`src/rtl/pc_unit_ras.sv`:
```
// rtl/pc_unit_ras.sv - program counter with next-PC mode select, stall enable and optional return-address stack
// Optional feature: define PC_RAS_EN to build the circular return-address stack used by CALL/RET.
module pc_unit_ras #(
  parameter int WIDTH     = 32,
  parameter int JADDR_W   = 26,
  parameter int RAS_DEPTH = 4
) (
  input  logic               clk,
  input  logic               rst,
  input  logic               wen,
  input  logic [2:0]         cnt,
  input  logic [WIDTH-1:0]   pcin,
  input  logic [WIDTH-1:0]   pc0,
  input  logic [JADDR_W-1:0] inst,
  output logic [WIDTH-1:0]   pcout,
  output logic               ras_empty,
  output logic               ras_full,
  output logic               ras_ovf,
  output logic               ras_unf
);

  localparam logic [2:0] M_SEQ    = 3'd0;
  localparam logic [2:0] M_BRANCH = 3'd1;
  localparam logic [2:0] M_JUMP   = 3'd2;
  localparam logic [2:0] M_JREG   = 3'd3;
  localparam logic [2:0] M_CALL   = 3'd4;
  localparam logic [2:0] M_RET    = 3'd5;
  localparam logic [2:0] M_RELOAD = 3'd6;
  localparam logic [2:0] M_HOLD   = 3'd7;

  logic [WIDTH-1:0] p4;
  logic [WIDTH-1:0] boff;
  logic [WIDTH-1:0] jtgt;
  logic [WIDTH-1:0] pc_nxt;

  assign p4   = pcout + WIDTH'(4);
  assign boff = {{(WIDTH-18){inst[15]}}, inst[15:0], 2'b00};
  assign jtgt = {p4[WIDTH-1:JADDR_W+2], inst, 2'b00};

`ifdef PC_RAS_EN
  localparam int PW = (RAS_DEPTH > 1) ? $clog2(RAS_DEPTH) : 1;
  localparam int CW = $clog2(RAS_DEPTH + 1);

  logic [WIDTH-1:0] ras_mem [RAS_DEPTH];
  logic [PW-1:0]    wptr;
  logic [CW-1:0]    count;
  logic [WIDTH-1:0] ras_top;
  logic             push;
  logic             pop;
  logic             ret_empty;

  assign ras_empty = (count == '0);
  assign ras_full  = (count == CW'(RAS_DEPTH));
  assign ras_top   = ras_mem[wptr - PW'(1)];
  assign push      = (cnt == M_CALL);
  assign ret_empty = (cnt == M_RET) && ras_empty;
  assign pop       = (cnt == M_RET) && !ras_empty;

  always_comb begin
    pc_nxt = p4;
    unique case (cnt)
      M_SEQ:    pc_nxt = p4;
      M_BRANCH: pc_nxt = p4 + boff;
      M_JUMP:   pc_nxt = jtgt;
      M_JREG:   pc_nxt = pcin;
      M_CALL:   pc_nxt = jtgt;
      M_RET:    pc_nxt = ras_empty ? pcin : ras_top;
      M_RELOAD: pc_nxt = pc0;
      M_HOLD:   pc_nxt = pcout;
      default:  pc_nxt = p4;
    endcase
  end

  always_ff @(posedge clk) begin
    if (rst) begin
      pcout   <= pc0;
      wptr    <= '0;
      count   <= '0;
      ras_ovf <= 1'b0;
      ras_unf <= 1'b0;
    end else if (wen) begin
      pcout   <= pc_nxt;
      ras_ovf <= push && ras_full;
      ras_unf <= ret_empty;
      if (cnt == M_RELOAD) begin
        wptr  <= '0;
        count <= '0;
      end else if (push) begin
        // a push onto a full stack overwrites the oldest entry, count saturates
        wptr <= wptr + PW'(1);
        if (!ras_full) count <= count + CW'(1);
      end else if (pop) begin
        wptr  <= wptr - PW'(1);
        count <= count - CW'(1);
      end
    end else begin
      ras_ovf <= 1'b0;
      ras_unf <= 1'b0;
    end
  end

  always_ff @(posedge clk) begin
    if (!rst && wen && push) ras_mem[wptr] <= p4;
  end
`else
  always_comb begin
    pc_nxt = p4;
    unique case (cnt)
      M_SEQ:    pc_nxt = p4;
      M_BRANCH: pc_nxt = p4 + boff;
      M_JUMP:   pc_nxt = jtgt;
      M_JREG:   pc_nxt = pcin;
      M_CALL:   pc_nxt = jtgt;
      M_RET:    pc_nxt = pcin;
      M_RELOAD: pc_nxt = pc0;
      M_HOLD:   pc_nxt = pcout;
      default:  pc_nxt = p4;
    endcase
  end

  always_ff @(posedge clk) begin
    if (rst)      pcout <= pc0;
    else if (wen) pcout <= pc_nxt;
  end

  assign ras_empty = 1'b1;
  assign ras_full  = 1'b0;
  assign ras_ovf   = 1'b0;
  assign ras_unf   = 1'b0;
`endif

endmodule
```
`config.mk`:
```
export PLATFORM = sky130hd
export DESIGN_NAME = pc_unit_ras
export DESIGN_NICKNAME = d
export VERILOG_FILES = /design/src/rtl/pc_unit_ras.sv
export SDC_FILE = /design/constraint.sdc
export NUM_CORES = 1
export LEC_CHECK = 0
export BUFFER_PORTS_ARGS = -buffer_cell sky130_fd_sc_hd__buf_2
export CAP_MARGIN = 40
export CELL_PAD_IN_SITES_DETAIL_PLACEMENT = 1
export CELL_PAD_IN_SITES_GLOBAL_PLACEMENT = 1
export CORE_UTILIZATION = 37
export DETAILED_ROUTE_END_ITERATION = 6
export GPL_TIMING_DRIVEN = 0
export MAX_ROUTING_LAYER = met4
export PLACE_DENSITY = 0.78
export REMOVE_ABC_BUFFERS = 1
export SYNTH_ARGS = -nofsm -noshare
export SYNTH_HDL_FRONTEND = slang
export SYNTH_SLANG_ARGS = --single-unit
export TNS_END_PERCENT = 100
```
`constraint.sdc`:
```
create_clock -name clk -period 3.43 [get_ports clk]
set_input_delay 0 -clock clk [delete_from_list [all_inputs] [get_ports clk]]
set_output_delay 0 -clock clk [all_outputs]
set_load 0.01 [all_outputs]
```
==> results_dict.tcl, run 1 <==
set metrics [dict create \
    drt_iter0_markers 628 \
    finalMaxSlewViolations 0 \
    vias 7104 \
    crit_path_start_kind "flop" \
    synth-edff-count 32 \
    fin_util_pct 58.49 \
    syn_inst 668 \
    regToRegSetupSlack_ps -510 \
    fin_ws_ps -511.2 \
    fin_worst_skew_ps 7.882 \
    peakVddDrop_mv 0.2095 \
    cts_max_level 2 \
    largest-register "pcout" \
    start_util_pct 38.20 \
    largestRegisters "pcout: 32 flops" \
    finalWirelength_um 29300 \
    critPathKind "reg -> reg" \
    synth_top_family_by_area "compound AO/OA/AOI/OAI gates" \
    worstMarginPinSlew_ps 1008 \
    drc 0 \
    syn_area_um2 5344 \
    use_met3_pct 4.635 \
    min_period_ps 3941 \
    viasPerCell 6.683 \
    synth_xor_area_share_pct 8.312 \
    min_path_type "in -> reg" \
    io_buffers 127 \
    final_common_cell "buf_2" \
    slew_headroom_pct 32.58 \
    synthDistinctLibCells 72 \
    core.rowCount 43 \
    pwr-share-comb_pct 62.9 \
    cp.required_ps 3460 \
    synth_compound_area_share_pct 27.53 \
    grt_max_degree 42 \
    root_buffer "clkbuf_16" \
    fin_nets 1014 \
    busiest_layer "met2" \
    dominantRegCellSynth "edfxtp_1" \
    syn_to_final_growth_pct 53.10 \
    ys_seq_elements 32 \
    multiInputGateArea_um2 5074 \
    drive_gt1_share_pct 45.35 \
    nFillCells 1636 \
    die_area_um2 14930 \
    groute.usage.overall_pct 33.34 \
    clock_latency_ps 310 \
    p_int_mw 1.565 \
    muxShareOfSynthArea_pct 9.787 \
    yosys_warnings 0 \
    gp_congestion 0.9021 \
    cts_buffer_depth 2 \
    clock_power_share_pct 17.2 \
    path_clk_slew_ps 70 \
    place_ws_ps -800.3 \
    overflow 0 \
    grt_pass1_wl_um 36700 \
    synth_simple_gate_area_share_pct 21.96 \
    clkSinkCount 32 \
    die_h_um 122.2 \
    syn_area_per_cell_um2 8.000 \
    use_met2_pct 55.69 \
    hold_violations 0 \
    period_share_pct 114.9 \
    grt_use_met1_pct 40.81 \
    largest_reg_flops 32 \
    crit_arrival_ps 3970 \
    antenna_left 0 \
    cts_buffers 5 \
    pwr_density_cell_nw_per_um2 350.8 \
    final_cell_mix "127 x buf_2, 97 x buf_4, 56 x nand2_1, 49 x a21oi_1, 45 x nor2_1" \
    finalSetupViolations 15 \
    die_w_um 122.2 \
    ys_seq_area_share_pct 17.98 \
    sw_frac_of_total_pct 45.46 \
    crit_path_end_kind "flop" \
    seqCellArea_um2 960.9 \
    power_mw 2.870 \
    grt_pass1_vias 6631 \
    wire_per_inst_um 27.57 \
    max-cap-violations 0 \
    switching_power_mw 1.305 \
    core_area_um2 13990 \
    dr.pass1.iters 5 \
    boundaryPins 132 \
    tns_ps -3868 \
    outcome "finished, violations left" \
    p_leak_nw 3.423 \
    rsz0062_at_grt "yes" \
    dp.final_hpwl_um 16950 \
    cts_tree "yes" \
    pwr-share-seq_pct 19.9 \
    antenna_found_initial 0 \
    failed_checks "setup timing" \
    fmax_mhz 253.7 \
    synth-async-reset-ratio_pct 0 \
    synth_fa_ha_area_share_pct 9.131 \
    critPathMaxFanout 9 \
]
[cell usage after synthesis, types with 3 or more instances]
master / instances / area share [%]
maj3_1: 3 / 0.56
ha_1: 35 / 8.2
and2_1: 3 / 0.35
xor2_1: 17 / 2.8
buf_1: 4 / 0.28
nand2b_1: 7 / 0.82
a221o_1: 8 / 1.5
a21o_1: 7 / 0.98
a21oi_1: 55 / 5.2
nand2_1: 64 / 4.5
a211oi_1: 11 / 1.5
a22oi_1: 12 / 1.7
mux4_2: 10 / 4.2
nor2_1: 51 / 3.6
o21a_1: 9 / 1.3
inv_1: 25 / 1.8
nor3_1: 11 / 1.0
nor2b_1: 4 / 0.47
and3_1: 7 / 0.82
buf_4: 4 / 0.56
clkbuf_1: 27 / 1.9
nor4_1: 4 / 0.47
nand3_1: 25 / 2.3
a22o_1: 4 / 0.66
o21ai_0: 47 / 4.4
a2bb2oi_1: 4 / 0.66
or3_1: 7 / 0.82
a31oi_1: 6 / 0.70
o31a_1: 4 / 0.66
mux2i_1: 14 / 2.6
edfxtp_1: 32 / 18
mux2_2: 14 / 3.0
buf_2: 7 / 0.66
xnor2_1: 30 / 4.9
nand4_1: 13 / 1.5
and4_1: 5 / 0.82
a221oi_1: 11 / 1.8
o211ai_1: 3 / 0.42
o21ai_1: 11 / 1.0
o221ai_1: 3 / 0.49
[what timing repair did]
item	in CTS	in global routing
hold buffers	1	0
gates resized for setup	79	96
pin swaps	51	64
buffers inserted	65	50
setup endpoints to repair	15	19
endpoints found under the hold margin	1	0
[cell type report]
class | instances | share of cell area, %
multi-input cells | 571 | 62.01
clock buffers | 5 | 1.529
repair buffers | 247 | 20.69
flip-flops and latches | 32 | 11.74
well taps | 180 | 2.753
inverters | 25 | 1.147
diodes | 1 | 0.03059
clock inverters | 2 | 0.09176
[cell families after synthesis]
kind of cell / after synthesis
AOI/OAI and AO/OA: 221
xor gates and xnor gates: 49
adders and majority gates: 39
buffers and inverters: 67
DFF: 32
muxes: 38
other: 2
and+or+nand+nor: 220
[per-layer routing]
layer / vias to the layer above / share of wire (%)
met5: - / 0
met2: 475 / 48
met1: 3547 / 39
li1: 2966 / -
met4: 0 / 4.8
met3: 116 / 8.9
[stage by stage]
step	hold slack [ps]	std cells	area, um2
2_1_floorplan	186.1	628	5170
3_3_place_gp	292.4	935	6031
3_5_place_dp	300.8	943	6191
4_1_cts	3.122	1016	7305
5_1_grt	23.49	1062	8179
6_report	0.7280	1063	8182
[power by group through the flow]
| stage | sequential, mW | clock (mW) | combinational [mW] |
|---|---|---|---|
| after floorplan | 0.585 | 0 | 0.716 |
| after global placement | 0.587 | 0 | 1.07 |
| after detailed placement | 0.590 | 0 | 1.13 |
| after CTS | 0.569 | 0.483 | 1.40 |
| after global routing | 0.574 | 0.502 | 1.89 |
| final | 0.571 | 0.493 | 1.81 |
[path summary, 6_finish.rpt]
| check | startpoint | endpoint | cells after the start |
|---|---|---|---|
| hold reg to reg | pcout[29] | pcout[29] | 3 |
| setup reg to reg | pcout[8] | pcout[21] | 14 |
| setup / recovery | pcout[8] | pcout[21] | 14 |
| hold / removal | pc0[6] | pcout[6] | 3 |
[worst max-delay path: stages (launching register included)]
cell,delay (ps)
edfxtp_1,430
and4_4,320
nand3_4,170
nor4_4,340
buf_4,180
buf_4,120
xnor2_2,150
ha_4,290
a21oi_1,260
o21a_1,240
buf_4,160
o31a_1,120
o21ai_0,170
a2111oi_1,530
o21ai_1,180
Note: power is estimated with default switching activity, not from simulation.
==> inputs of run 2 (changes only) <==
--- a/config.mk
+++ b/config.mk
@@ -7,13 +7,11 @@
 export LEC_CHECK = 0
 export BUFFER_PORTS_ARGS = -buffer_cell sky130_fd_sc_hd__buf_2
 export CAP_MARGIN = 40
-export CELL_PAD_IN_SITES_DETAIL_PLACEMENT = 1
-export CELL_PAD_IN_SITES_GLOBAL_PLACEMENT = 1
-export CORE_UTILIZATION = 37
+export CORE_UTILIZATION = 50
 export DETAILED_ROUTE_END_ITERATION = 6
 export GPL_TIMING_DRIVEN = 0
 export MAX_ROUTING_LAYER = met4
-export PLACE_DENSITY = 0.78
+export PLACE_DENSITY = 0.77
 export REMOVE_ABC_BUFFERS = 1
 export SYNTH_ARGS = -nofsm -noshare
 export SYNTH_HDL_FRONTEND = slang
==> run 2 against run 1 <==
The flow still finishes with violations (setup timing). Combinational power is 16% lower. Final area is 8.3% lower. Critical path depth is 1 lower. Register-to-register slack better by 350 ps.
==> results_dict.tcl, run 2 (synthesis gave the netlist of run 1 again) <==
set metrics [dict create \
    groute.usage.overall_pct 38.67 \
    cp_cell_sequence "nand4_4 > nor2_4 > nand4_1 > xnor2_2 > ha_1 > nand4_1 > a21oi_2 > o21ai_4 > and4_4 > o31ai_4 > a211oi_2 > xnor2_1 > a221o_1" \
    use_met2_pct 60.81 \
    core.rowCount 37 \
    grt_pass1_wl_um 32690 \
    cts_max_level 2 \
    pwr_density_cell_nw_per_um2 320.8 \
    grt_pass1_vias 6136 \
    regToRegSetupSlack_ps -160 \
    path_clk_slew_ps 90 \
    finalWirelength_um 21690 \
    worst-r2r-cell-count 13 \
    cts_buffer_depth 2 \
    tns_ps -1156 \
    multiInputGateArea_um2 4693 \
    cp.required_ps 3490 \
    rsz0062_at_grt "yes" \
    power_mw 2.407 \
    peakVddDrop_mv 0.1720 \
    min_to "pcout[12]" \
    final_common_cell "buf_2" \
    antenna_left 0 \
    crit_path_frequent_cell "nand4_1" \
    overflow 0 \
    min_path_cells 2 \
    die_area_um2 11100 \
    crit_path_start_kind "flop" \
    outcome "finished, violations left" \
    final_cell_mix "127 x buf_2, 78 x buf_4, 59 x nand2_1, 51 x a21oi_1, 48 x nor2_1" \
    min_period_ps 3592 \
    viasPerCell 6.658 \
    nFillCells 735 \
    crit_arrival_ps 3650 \
    antenna_found_initial 1 \
    die_h_um 105.4 \
    critPathMaxFanout 5 \
    cts_tree "yes" \
    drt_iter0_markers 811 \
    start_util_pct 51.76 \
    clkSinkCount 32 \
    syn_to_final_growth_pct 40.41 \
    slew_headroom_pct 46.23 \
    wire_per_inst_um 21.77 \
    period_share_pct 104.7 \
    fin_nets 991 \
    largest_reg_flops 32 \
    max-cap-violations 0 \
    vias 6631 \
    fmax_mhz 278.4 \
    use_met3_pct 6.246 \
    boundaryPins 132 \
    grt_use_met1_pct 48.80 \
    dr.pass1.iters 6 \
    grt_max_degree 45 \
    core_area_um2 10320 \
    fin_ws_ps -161.7 \
    root_buffer "clkbuf_8" \
    die_w_um 105.4 \
    hold_violations 0 \
    largestRegisters "pcout: 32 flops" \
    failed_checks "setup timing" \
    critical_path_buf_inv_count 0 \
    max_stage_delay_ps 480 \
    io_buffers 127 \
    path_delay_family "compound AO/OA/AOI/OAI gates" \
    seqCellArea_um2 960.9 \
    drive_gt1_share_pct 40.16 \
    min_path_type "in -> reg" \
    reg2reg_to "pcout[26]" \
    p_leak_nw 3.210 \
    drc 0 \
    finalSetupViolations 12 \
    clock_latency_ps 320 \
    hold_start "pc0[12]" \
    dp.final_hpwl_um 14210 \
    critPathKind "reg -> reg" \
    gp_congestion 0.9499 \
    cts_buffers 5 \
    finalMaxSlewViolations 0 \
    busiest_layer "met2" \
    largest-register "pcout" \
    worstMarginPinSlew_ps 803.6 \
    r2r-start "pcout[6]" \
    fin_worst_skew_ps 17.44 \
    cpMaxStageDelayCell "edfxtp_1" \
    crit_path_end_kind "flop" \
]
## run 2: cell count changes in the layout (fill, tap and decap cells not counted), sizes merged
cell and delta:
clkinv -1, dlygate4sd3 +4, buf -27, clkbuf +1
## run 2: power breakdown
group          internal (mW)  switching (mW)  total, mW  leakage (nW)
Sequential             0.494          0.0621      0.556         0.325
Clock                  0.139           0.188      0.327        0.0410
Combinational          0.699           0.825       1.52          2.84
## run 2: worst max-delay path by stage
| stage | start | to | slack (ps) | cells past startpoint |
|---|---|---|---|---|
| 5_1_grt | pcout[3] | pcout[31] | -330 | 15 |
| 2_1_floorplan | pcout[2] | pcout[31] | -70 | 14 |
| 4_1_cts | pcout[2] | pcout[31] | -100 | 15 |
| 3_5_place_dp | pcout[2] | pcout[31] | -660 | 14 |
| 3_3_place_gp | cnt[0] | pcout[21] | -1110 | 8 |
| 6_report | pcout[6] | pcout[26] | -160 | 13 |
## run 2: metal layers
metal / wire length, um / vias up
met4: 1119 / 0
met2: 10020 / 519
li1: - / 2932
met5: 0 / -
met1: 8153 / 3056
met3: 2396 / 124
## run 2: area by class of cell
type                       count  share of cell area, %
multi-input combinational    571                  62.55
timing repair buffer         224                  20.06
sequential                    32                  12.81
tap                          136                  2.268
inverter                      25                  1.251
clock buffer                   6                 0.9671
clock inverter                 1                0.06670
antenna                        1                0.03335
## run 2: per-stage QoR
| stage | hold WS (ps) | utilization [%] | instance area [um2] | instances | setup WS (ps) |
|---|---|---|---|---|---|
| finish | 2.943 | 72.68 | 7503 | 996 | -161.7 |
| global route | 18.28 | 72.68 | 7503 | 996 | -327.7 |
| CTS | 7.134 | 68.44 | 7066 | 969 | -96.09 |
| detailed placement | 296.0 | 59.22 | 6113 | 898 | -655.8 |
| global placement | 292.3 | 57.88 | 5976 | 891 | -1110 |
| floorplan | 186.1 | - | 5170 | 628 | -65.66 |
## run 2: what timing repair did
action,CTS,global route
gates resized for setup,62,47
pin swaps,48,32
hold buffers,5,0
setup buffers,59,25
setup endpoints to repair,15,16
endpoints found under the hold margin,5,0
